### config.mk
export PLATFORM = sky130hd
export DESIGN_NAME = shift_window_ctrl
export DESIGN_NICKNAME = d
export VERILOG_FILES = /design/src/rtl/shift_window_pkg.sv /design/src/rtl/window_pos_counter.sv /design/src/rtl/shift_window_ctrl.sv
export SDC_FILE = /design/constraint.sdc
export NUM_CORES = 1
export LEC_CHECK = 0
export CORE_ASPECT_RATIO = 0.8
export CORE_MARGIN = 2
export CORE_UTILIZATION = 45
export CTS_BUF_LIST = sky130_fd_sc_hd__clkbuf_8
export DETAILED_ROUTE_END_ITERATION = 8
export GPL_ROUTABILITY_DRIVEN = 0
export GPL_TIMING_DRIVEN = 1
export PLACE_DENSITY = 0.79
export SETUP_SLACK_MARGIN = 0.3
export SYNTH_ARGS = -nofsm -noshare
export SYNTH_HDL_FRONTEND = slang
export SYNTH_HIERARCHICAL = 1
export SYNTH_SLANG_ARGS = --single-unit
### constraint.sdc
create_clock -name clk_i -period 2 [get_ports clk_i]
set_input_delay 0.5 -clock clk_i [delete_from_list [all_inputs] [get_ports clk_i]]
set_output_delay 0.5 -clock clk_i [all_outputs]
set_load 0.03 [all_outputs]
### src/rtl/shift_window_pkg.sv
// Shared types and geometry helpers for the shift-register window controller.
// tap_index/buf_len describe how a K x K window maps onto the tapped line buffer.
package shift_window_pkg;

    typedef enum logic [1:0] {
        ST_FILL = 2'd0,
        ST_RUN  = 2'd1,
        ST_HOLD = 2'd2
    } state_e;

    // Store index 0 is the newest pixel, so the window's top-left tap is the oldest one.
    function automatic int tap_index(input int i, input int j, input int w, input int k);
        return (k - 1 - i) * w + (k - 1 - j);
    endfunction

    function automatic int buf_len(input int w, input int k);
        return (k - 1) * w + k;
    endfunction

endpackage

### src/rtl/window_pos_counter.sv
// Raster position tracker: column/row counters with frame wrap, plus flags telling
// whether the current position completes a window and whether it closes the frame.
module window_pos_counter #(
    parameter int ImgWidth  = 28,
    parameter int ImgHeight = 28,
    parameter int Kernel    = 3
) (
    input  logic                         clk_i,
    input  logic                         rst_i,
    input  logic                         advance,
    input  logic                         resync,
    output logic [$clog2(ImgWidth)-1:0]  col,
    output logic [$clog2(ImgHeight)-1:0] row,
    output logic                         qualify,
    output logic                         frame_end
);

    localparam int CW = $clog2(ImgWidth);
    localparam int RW = $clog2(ImgHeight);

    localparam logic [CW-1:0] ColMax   = CW'(ImgWidth - 1);
    localparam logic [RW-1:0] RowMax   = RW'(ImgHeight - 1);
    localparam logic [CW-1:0] FirstCol = CW'(Kernel - 1);
    localparam logic [RW-1:0] FirstRow = RW'(Kernel - 1);

    assign qualify   = (row >= FirstRow) && (col >= FirstCol);
    assign frame_end = (row == RowMax) && (col == ColMax);

    // A resync (early frame end) restarts the raster exactly like a natural wrap.
    always_ff @(posedge clk_i or posedge rst_i) begin
        if (rst_i) begin
            col <= '0;
            row <= '0;
        end else if (advance) begin
            if (resync || frame_end) begin
                col <= '0;
                row <= '0;
            end else if (col == ColMax) begin
                col <= '0;
                row <= row + 1'b1;
            end else begin
                col <= col + 1'b1;
            end
        end
    end

endmodule

### src/rtl/shift_window_ctrl.sv
// Stream controller feeding the tapped line buffer and handing complete K x K windows
// downstream. Optional frame-end checking is enabled by SHIFT_WINDOW_CTRL_LAST_CHK_EN.
module shift_window_ctrl
    import shift_window_pkg::*;
#(
    parameter int N         = 8,
    parameter int ImgWidth  = 28,
    parameter int ImgHeight = 28,
    parameter int Kernel    = 3
) (
    input  logic                         clk_i,
    input  logic                         rst_i,
    input  logic                         pix_valid_i,
    output logic                         pix_ready_o,
    input  logic [N-1:0]                 pix_data_i,
    input  logic                         pix_last_i,
    output logic                         shift_en_o,
    output logic [N-1:0]                 shift_data_o,
    output logic                         win_valid_o,
    input  logic                         win_ready_i,
    output logic [$clog2(ImgHeight)-1:0] win_row_o,
    output logic [$clog2(ImgWidth)-1:0]  win_col_o,
    output logic                         frame_done_o,
    output logic                         err_o
);

    localparam int CW = $clog2(ImgWidth);
    localparam int RW = $clog2(ImgHeight);

    localparam logic [CW-1:0] WinOffCol = CW'(Kernel - 1);
    localparam logic [RW-1:0] WinOffRow = RW'(Kernel - 1);

    logic          acc;
    logic          qualify;
    logic          frame_end;
    logic          early_last;
    logic          wrap;
    logic [CW-1:0] col;
    logic [RW-1:0] row;
    logic          win_valid_q;
    logic [RW-1:0] win_row_q;
    logic [CW-1:0] win_col_q;
    logic          frame_done_q;
    state_e        state_q;
    state_e        state_d;

    // The buffer may only shift when the window it holds has been taken or none is pending.
    assign pix_ready_o  = ~win_valid_q | win_ready_i;
    assign acc          = pix_valid_i & pix_ready_o;
    assign shift_en_o   = acc;
    assign shift_data_o = pix_data_i;
    assign wrap         = acc & (frame_end | early_last);

    window_pos_counter #(
        .ImgWidth (ImgWidth),
        .ImgHeight(ImgHeight),
        .Kernel   (Kernel)
    ) u_pos (
        .clk_i    (clk_i),
        .rst_i    (rst_i),
        .advance  (acc),
        .resync   (early_last),
        .col      (col),
        .row      (row),
        .qualify  (qualify),
        .frame_end(frame_end)
    );

`ifdef SHIFT_WINDOW_CTRL_LAST_CHK_EN
    logic last_err;
    logic err_q;

    assign early_last = acc & pix_last_i & ~frame_end;
    assign last_err   = acc & (pix_last_i ^ frame_end);
    assign err_o      = err_q;

    always_ff @(posedge clk_i or posedge rst_i) begin
        if (rst_i) begin
            err_q <= 1'b0;
        end else if (last_err) begin
            err_q <= 1'b1;
        end
    end
`else
    // The frame-end marker carries no meaning in this build.
    assign early_last = 1'b0;
    assign err_o      = pix_last_i & 1'b0;
`endif

    // A qualifying accept reloads the window even on the edge that consumes the old one.
    always_ff @(posedge clk_i or posedge rst_i) begin
        if (rst_i) begin
            win_valid_q <= 1'b0;
            win_row_q   <= '0;
            win_col_q   <= '0;
        end else if (acc && qualify) begin
            win_valid_q <= 1'b1;
            win_row_q   <= row - WinOffRow;
            win_col_q   <= col - WinOffCol;
        end else if (win_ready_i) begin
            win_valid_q <= 1'b0;
        end
    end

    always_ff @(posedge clk_i or posedge rst_i) begin
        if (rst_i) begin
            frame_done_q <= 1'b0;
        end else begin
            frame_done_q <= acc & ((qualify & frame_end) | early_last);
        end
    end

    always_comb begin
        state_d = state_q;
        case (state_q)
            ST_FILL: begin
                if (!wrap && acc && qualify) begin
                    state_d = ST_RUN;
                end
            end
            ST_RUN: begin
                if (wrap) begin
                    state_d = ST_FILL;
                end else if (win_valid_q && !win_ready_i) begin
                    state_d = ST_HOLD;
                end
            end
            ST_HOLD: begin
                if (win_ready_i) begin
                    state_d = wrap ? ST_FILL : ST_RUN;
                end
            end
            default: state_d = ST_FILL;
        endcase
    end

    always_ff @(posedge clk_i or posedge rst_i) begin
        if (rst_i) begin
            state_q <= ST_FILL;
        end else begin
            state_q <= state_d;
        end
    end

    assign win_valid_o  = win_valid_q;
    assign win_row_o    = win_row_q;
    assign win_col_o    = win_col_q;
    assign frame_done_o = frame_done_q;

endmodule

======== Word level (Yosys, flattened, before mapping) ========
Index checks and enable logic that the tools add are counted.
word-level totals
  bits in registers ....................... 22
  output and inout port bits .............. 23
operators by class
  equality and inequality tests ........... 2
  $add $sub $neg .......................... 4
  multiplexer cells ....................... 6
  reductions and logical operators ........ 6
  bitwise gates (word level) .............. 5
  $lt $le $gt $ge ......................... 2
operators by type and width
  operator             count
  $mux 5               4
  $add 5x1->5 const B  2
  $eq 5x5->1 const B   2
  $ge 5x2->1 const B   2
  $sub 5x2->5 const B  2
  $reduce_bool 2->1    2
  $and 1x1->1          3
  $logic_and 1x1->1    3
  $mux 1               2
  $reduce_and 2->1     1
  $not 1->1            1
  $or 1x1->1           1

======== Depth between registers and ports, before layout ========
Gate-level depths: netlist (run 1).
  depth after elaboration ................. 5
  gate-level depth with buffers ........... 8
  depth with buffers taken out ............ 7

======== By module ========
The synthesis (run 1) kept the hierarchy.
by module, submodules not included
  module              times used  seq. area each (um2)  cells each  area an instance (um2)
  window_pos_counter  1           250.2                 71          700.7
  shift_window_ctrl   1           300.3                 54          674.4

======== Least setup slack after synthesis (run 1) ========
Ideal clock, no wire load.
  path kind ............................... register -> register
  start ................................... register win_valid_q, in the netlist win_valid_o
  end ..................................... register u_pos.row[3]
  period minus slack after synthesis ...... 1.732 ns
  cell stages (with the launch flop) ...... 7
  setup slack ............................. 0.268 ns
  data arrival time ....................... 1.654 ns
  data required time ...................... 1.922 ns
  cell sequence ........................... dfrtp_1 -> nand2b_4 -> and2_2 -> buf_4 -> inv_1 -> o41ai_2 -> o21bai_1
between the ends
  cells in the longest elaborated chain, start to end .. 4
ends and longest elaborated chain
  element                     RTL line                  text
  start, declared             shift_window_ctrl.sv:40   logic win_valid_q;
  start signal, assigned      shift_window_ctrl.sv:93   win_valid_q <= 1'b0;
  start signal, assigned      shift_window_ctrl.sv:97   win_valid_q <= 1'b1;
  start signal, assigned      shift_window_ctrl.sv:101  win_valid_q <= 1'b0;
  $not 1->1                   shift_window_ctrl.sv:48   assign pix_ready_o = ~win_valid_q | win_ready_i;
  $or 1x1->1                  shift_window_ctrl.sv:48
  via pix_ready_o             shift_window_ctrl.sv:14   output logic pix_ready_o,
  $and 1x1->1                 shift_window_ctrl.sv:49   assign acc = pix_valid_i & pix_ready_o;
  via shift_en_o              shift_window_ctrl.sv:17   output logic shift_en_o,
  $reduce_and 2->1 (no line)  n/a
  end signal, assigned        window_pos_counter.sv:40  row <= row + 1'b1;
  end, declared               window_pos_counter.sv:13  output logic [$clog2(ImgHeight)-1:0] row,
The timed path passes the listed nets, and every way through them passes these cells.
A chain may end at the register's enable or synchronous reset.

======== Worst setup path after layout (run 1) ========
  start ................................... register u_pos.row[1]
  end ..................................... register win_row_q[1], in the netlist win_row_o[1]
between the ends
  cells in the longest elaborated chain, start to end .. 3
ends and longest elaborated chain
  element               RTL line                  text
  $ge 5x2->1            window_pos_counter.sv:26  assign qualify = (row >= FirstRow) && (col >= FirstCol);
  $logic_and 1x1->1     window_pos_counter.sv:26
  via qualify           shift_window_ctrl.sv:34   logic qualify;
  $logic_and 1x1->1     shift_window_ctrl.sv:96   end else if (acc && qualify) begin
  end signal, assigned  shift_window_ctrl.sv:98   win_row_q <= row - WinOffRow;
  end, declared         shift_window_ctrl.sv:41   logic [RW-1:0] win_row_q;
The timed path passes the listed nets, and every way through them passes these cells.

==> flow_metrics.py, run 1 <==
metrics = {
    "global_routing": {
        "grt_max_degree": 14,
        "grt_overflow": 0,
        "gr-usage-all-layers": 0.199,
        "grt_pass1_vias": 1112,
        "grt_pass1_wl_um": 5120,
        "antenna_found_initial": 0,
    },
    "logic_synthesis": {
        "synth_top_family_by_area": "simple AND/OR/NAND/NOR gates",
        "synth_xor_area_frac": 0.0255,
        "synth-adder-area-share": 0.0546,
        "synth-simple-area-share": 0.177,
        "synth_area_mm2": 0.00138,
        "synth-seq-cells": 22,
        "synth_top_area_frac": 0.400,
        "synth_ff_type": "dfrtp_1",
        "yosys.area.top_type": "dfrtp_1",
        "yosysWarnings": 6,
        "synth_compound_gate_area_share": 0.116,
        "yosys-top-cells-area": "dfrtp_1 40%, mux2_4 7.6%, buf_4 5.5%",
        "avgSynthCellArea_um2": 11.0,
        "synth_edf_count": 0,
        "yosysSeqAreaShare": 0.400,
        "async_flop_share": 1.00,
        "synthCells": 125,
        "ys_types": 42,
        "synthMuxAreaShare": 0.106,
    },
    "clocking": {
        "cts_buffer_depth": 2,
        "h-tree-depth": 1,
        "cts_root_buf": "clkbuf_8",
        "clk_pin_slew_worst_paths_ns": 0.09,
        "cts_tree": "yes",
        "clkLatencyLatePin_ns": 0.28,
        "clkSinkCount": 22,
        "ctsHoldBuffers": 0,
        "cts-buffers-inserted": 3,
    },
    "timing": {
        "rsz0062_at_grt": "yes",
        "final_period_minus_worst_setup_slack_ns": 1.74,
        "setup_viol": 0,
        "min_period_over_period": 0.870,
        "hold_viol": 0,
        "skew_ns": 0.00393,
        "slew_viol_final": 0,
        "fin_setup_tns_ns": 0,
        "fmax_mhz": 575,
    },
    "place": {
        "port_buffers": 17,
        "dp_cells": 175,
        "hpwlAfterDp_um": 1980,
    },
    "routing": {
        "dr_wl_met2_um": 1640,
        "postRouteAntennaNets": 0,
        "via_per_inst": 5.45,
        "totalWireLength_um": 3180,
        "highest_layer": "met4",
        "route.met3.wl_um": 150,
        "wl_met1_um": 1340,
        "first_pass_iters": 4,
        "drt_iter0_drc": 61,
        "drc": 0,
        "via_count": 1047,
        "wl_per_cell_um": 16.6,
    },
    "critical_path": {
        "arrival_ns": 1.91,
        "critPathKind": "reg -> reg",
        "critPathMaxFanout": 6,
        "end_kind": "flop",
        "cp_data_required_time_ns": 2.17,
        "worst-r2r-setup-slack_ns": 0.26,
        "startpoint_type": "flop",
    },
    "floorplanning": {
        "start_util": 0.486,
        "fp.dieArea_mm2": 0.00352,
        "fp.dieW_um": 65.8,
        "core_region_area_mm2": 0.00283,
        "io_pins": 36,
        "num_rows": 17,
        "die_height_um": 53.4,
    },
    "job": {
        "cap_violations": 0,
    },
    "power_and_ir_drop": {
        "powerDensity_mw_per_mm2": 1090,
        "ir_drop_mv": 0.526,
        "p_leak_nw": 0.843,
    },
    "finish": {
        "layout-drive-gt1-share": 0.390,
        "n_antenna_cell": 0,
        "final_cells": 192,
        "final_util": 0.641,
        "syn2layout_area_growth_pct": 31.9,
        "fin_nets": 174,
    },
    "status": {
        "outcome": "finished clean",
    },
    "min_path": {
        "hp-class": "reg -> reg",
    },
}
==> area by class of cell <==
| type | count | area [um^2] |
|---|---|---|
| repair buffers | 36 | 349 |
| fillers | 212 | 1010 |
| inverters | 15 | 56.3 |
| flip-flops and latches | 22 | 557 |
| multi-input cells | 77 | 733 |
| well taps | 38 | 47.5 |
| clock inverters | 1 | 30.0 |
| clock buffers | 3 | 41.3 |
==> power breakdown <==
| group | internal [W] | switching (W) |
|---|---|---|
| sequential | 0.000555 | 0.0000765 |
| combinational | 0.000441 | 0.000466 |
| clock | 0.000268 | 0.000164 |
==> per-stage QoR <==
stage                     hold WS (ns)  cell area (um^2)  total power, W  worst slack (ns)
after floorplan                  0.340              1390         0.00119             0.343
after global placement           0.493              1550         0.00140            0.0255
after detailed placement         0.497              1550         0.00142            0.0134
after CTS                        0.516              1770         0.00194             0.204
after global routing             0.534              1810         0.00208             0.229
final                            0.512              1810         0.00197             0.260
==> critical path: stages (launching register included) <==
cell and delay, ns:
dfrtp_2 0.44, buf_4 0.17, nor4_4 0.21, a22oi_2 0.12
nand2_2 0.11, nor2b_4 0.05, buf_6 0.11, buf_12 0.13
mux2_4 0.29
==> flip-flops by register name, indices dropped and copies added, names as in the netlist <==
register	flops
win_valid_o	1
u_pos/row	5
frame_done_o	1
win_col_o	5
u_pos/col	5
win_row_o	5
==> cells in the final DEF (no fill, tap or decap), drive strengths merged, types with 3 or more instances in the layout <==
| cell type | Yosys | layout |
|---|---|---|
| nand4 | 3 | 3 |
| nand2b | 3 | 3 |
| buf | 12 | 21 |
| mux2 | 8 | 8 |
| xor2 | 4 | 4 |
| nand3 | 5 | 5 |
| ha | 6 | 6 |
| mux2i | 3 | 3 |
| dfrtp | 22 | 22 |
| conb | 1 | 3 |
| clkbuf | 1 | 3 |
| nand2 | 6 | 6 |
| a21oi | 3 | 3 |
| inv | 15 | 15 |
| o21ai | 5 | 5 |
| dlygate4sd2 | 0 | 13 |
==> logic make-up after synthesis <==
kind of cell / Yosys count
AO/OA/AOI/OAI: 20
flip-flops: 22
AND/OR/NAND/NOR: 33
other: 1
multiplexers: 11
buffers and inverters: 28
adder cells (fa/ha/maj): 6
XOR/XNOR: 4
==> worst paths after layout <==
kind	from	end	cells after the start
worst min register to register	win_row_o[0]$_DFFE_PP0P_	win_row_o[0]$_DFFE_PP0P_	1
worst max-delay path	u_pos/row[1]$_DFFE_PP0P_	win_row_o[1]$_DFFE_PP0P_	8
min in group asynchronous	rst_i	u_pos/col[2]$_DFFE_PP0P_	2
max in group asynchronous	rst_i	win_valid_o$_DFFE_PP0P_	2
worst min-delay path	win_row_o[0]$_DFFE_PP0P_	win_row_o[0]$_DFFE_PP0P_	1
worst max register to register	u_pos/row[1]$_DFFE_PP0P_	win_row_o[1]$_DFFE_PP0P_	8
==> repair_timing <==
item | in CTS | in global routing
hold endpoints to repair | 0 | 0
cloned | 1 | 0
pin swaps | 4 | 3
setup buffers | 12 | 0
resized for setup | 27 | 11
setup endpoints to repair | 23 | 15
==> per-layer routing <==
layer | up-vias | GRT usage
li1 | 481 | -
met1 | 524 | 0.226
met2 | 33 | 0.357
met3 | 9 | 0.0723
met4 | 0 | 0.0486
met5 | - | 0
==> synth_stat cells, types with 3 or more instances <==
library cell and count:
ha_1 6, o21ai_0 5, nand4_1 3, buf_4 10, nand2_1 6, mux2i_1 3, xor2_1 4, a21oi_1 3
inv_1 15, mux2_4 7, dfrtp_1 22, nand3_1 4
Note: power is estimated with default switching activity, not from simulation.
==> run 2, diff against run 1 <==
CORE_UTILIZATION = 50   (was 45)
PLACE_DENSITY = 0.86   (was 0.79)
==> flow_metrics.py, run 2 (same netlist as run 1, synthesis figures left out) <==
metrics = {
    "clocking": {
        "cts_tree": "yes",
        "cts_buffer_depth": 2,
        "clkLatencyLatePin_ns": 0.27,
        "ctsHoldBuffers": 0,
        "clk_pin_slew_worst_paths_ns": 0.08,
        "clkSinkCount": 22,
        "cts-buffers-inserted": 3,
        "h-tree-depth": 1,
        "cts_root_buf": "clkbuf_8",
    },
    "finish": {
        "mostFrequentLayoutCells": "21 x buf_4, 19 x dfrtp_1, 14 x inv_1",
        "syn2layout_area_growth_pct": 27.5,
        "final_common_cell": "buf_4",
        "layout-drive-gt1-share": 0.363,
        "fin_nets": 177,
        "final_cells": 193,
        "n_antenna_cell": 0,
    },
    "floorplanning": {
        "fp.dieW_um": 62.6,
        "io_pins": 36,
        "die_height_um": 50.9,
        "core_region_area_mm2": 0.00252,
        "start_util": 0.545,
        "fp.dieArea_mm2": 0.00319,
        "num_rows": 16,
    },
    "global_routing": {
        "grt_pass1_vias": 1068,
        "grt_max_degree": 14,
        "grt_pass1_wl_um": 5300,
        "grt_overflow": 0,
        "gr-usage-all-layers": 0.215,
        "antenna_found_initial": 0,
    },
    "timing": {
        "min_period_over_period": 0.874,
        "fmax_mhz": 572,
        "slew_viol_final": 0,
        "setup_viol": 0,
        "timing.hold.ws_ns": 0.515,
        "fin_setup_tns_ns": 0,
        "final_period_minus_worst_setup_slack_ns": 1.75,
        "skew_ns": 0.000724,
        "rsz0062_at_grt": "yes",
        "hold_viol": 0,
        "layout_setup_ws_ns": 0.252,
    },
    "place": {
        "dp_cells": 174,
        "port_buffers": 17,
        "hpwlAfterDp_um": 2030,
        "place_ws_ns": 0.0435,
    },
    "critical_path": {
        "end_kind": "flop",
        "rr_worst_depth": 8,
        "startpoint_type": "flop",
        "rr_endpoint": "win_row_o[1]$_DFFE_PP0P_",
        "endpoint": "win_row_o[1]$_DFFE_PP0P_",
        "critPathMaxFanout": 9,
        "critPathKind": "reg -> reg",
        "arrival_ns": 1.90,
        "rr_startpoint": "u_pos/col[0]$_DFFE_PP0P_",
        "worst-r2r-setup-slack_ns": 0.25,
        "cp_data_required_time_ns": 2.16,
        "critPathLaunch": "u_pos/col[0]$_DFFE_PP0P_",
    },
    "status": {
        "outcome": "finished clean",
    },
    "routing": {
        "totalWireLength_um": 3190,
        "first_pass_iters": 4,
        "postRouteAntennaNets": 0,
        "drc": 0,
        "drt_iter0_drc": 62,
        "via_per_inst": 5.53,
        "via_count": 1068,
        "wl_per_cell_um": 16.5,
    },
    "min_path": {
        "hp-class": "reg -> reg",
    },
    "power_and_ir_drop": {
        "p_leak_nw": 0.836,
        "powerDensity_mw_per_mm2": 1100,
        "ir_drop_mv": 1.04,
    },
    "job": {
        "cap_violations": 0,
    },
}
[run 2: critical path, stage by stage (launching register included)]
cell     delay [ns]
dfrtp_1        0.40
inv_2          0.06
ha_2           0.17
nor4_2         0.04
a22oi_1        0.18
nand2_1        0.14
nor2b_4        0.19
buf_12         0.15
mux2_4         0.30
[run 2: worst min-delay path by stage]
| stage | from | slack (ns) | end | cells past startpoint |
|---|---|---|---|---|
| after floorplan | rst_i | 0.34 | u_pos/col[0]$_DFFE_PP0P_ | 1 |
| after global placement | win_row_o[1]$_DFFE_PP0P_ | 0.50 | win_row_o[1]$_DFFE_PP0P_ | 1 |
| after detailed placement | win_col_o[0]$_DFFE_PP0P_ | 0.50 | win_col_o[0]$_DFFE_PP0P_ | 1 |
| after CTS | win_row_o[3]$_DFFE_PP0P_ | 0.52 | win_row_o[3]$_DFFE_PP0P_ | 1 |
| after global routing | win_row_o[3]$_DFFE_PP0P_ | 0.54 | win_row_o[3]$_DFFE_PP0P_ | 1 |
| final | win_row_o[3]$_DFFE_PP0P_ | 0.51 | win_row_o[3]$_DFFE_PP0P_ | 1 |
[run 2: area by class of cell]
type | count | area, um^2
clock inverters | 1 | 30.0
fillers | 173 | 769
multi-input cells | 77 | 689
flip-flops and latches | 22 | 554
inverters | 15 | 56.3
clock buffers | 3 | 41.3
well taps | 36 | 45.0
repair buffers | 39 | 337
[run 2: layer usage]
layer | share of wire | vias to the layer above | routed length [um] | track usage
li1 | - | 487 | - | -
met1 | 0.46 | 533 | 1450 | 0.265
met2 | 0.48 | 42 | 1520 | 0.376
met3 | 0.055 | 6 | 174 | 0.0507
met4 | 0.012 | 0 | 38 | 0.0704
met5 | 0 | - | 0 | 0
[run 2: stage by stage]
stage                     instance area, um^2  power, W   util
after CTS                                1730   0.00189  0.684
after detailed placement                 1560   0.00143  0.617
after floorplan                          1390   0.00119      -
final                                    1750   0.00192  0.695
after global routing                     1750   0.00202  0.695
after global placement                   1560   0.00140  0.617
[run 2: repair_timing]
action	4_1_cts	5_1_grt
setup buffers	12	3
gates resized for setup	21	2
pin swaps	0	2
endpoints found under the setup margin	25	13
cloned	0	0
[run 2: power breakdown]
| group | internal, W | leakage (nW) | switching (W) |
|---|---|---|---|
| clock | 0.000268 | 0.0357 | 0.000151 |
| sequential | 0.000555 | 0.266 | 0.0000732 |
| combinational | 0.000412 | 0.534 | 0.000461 |
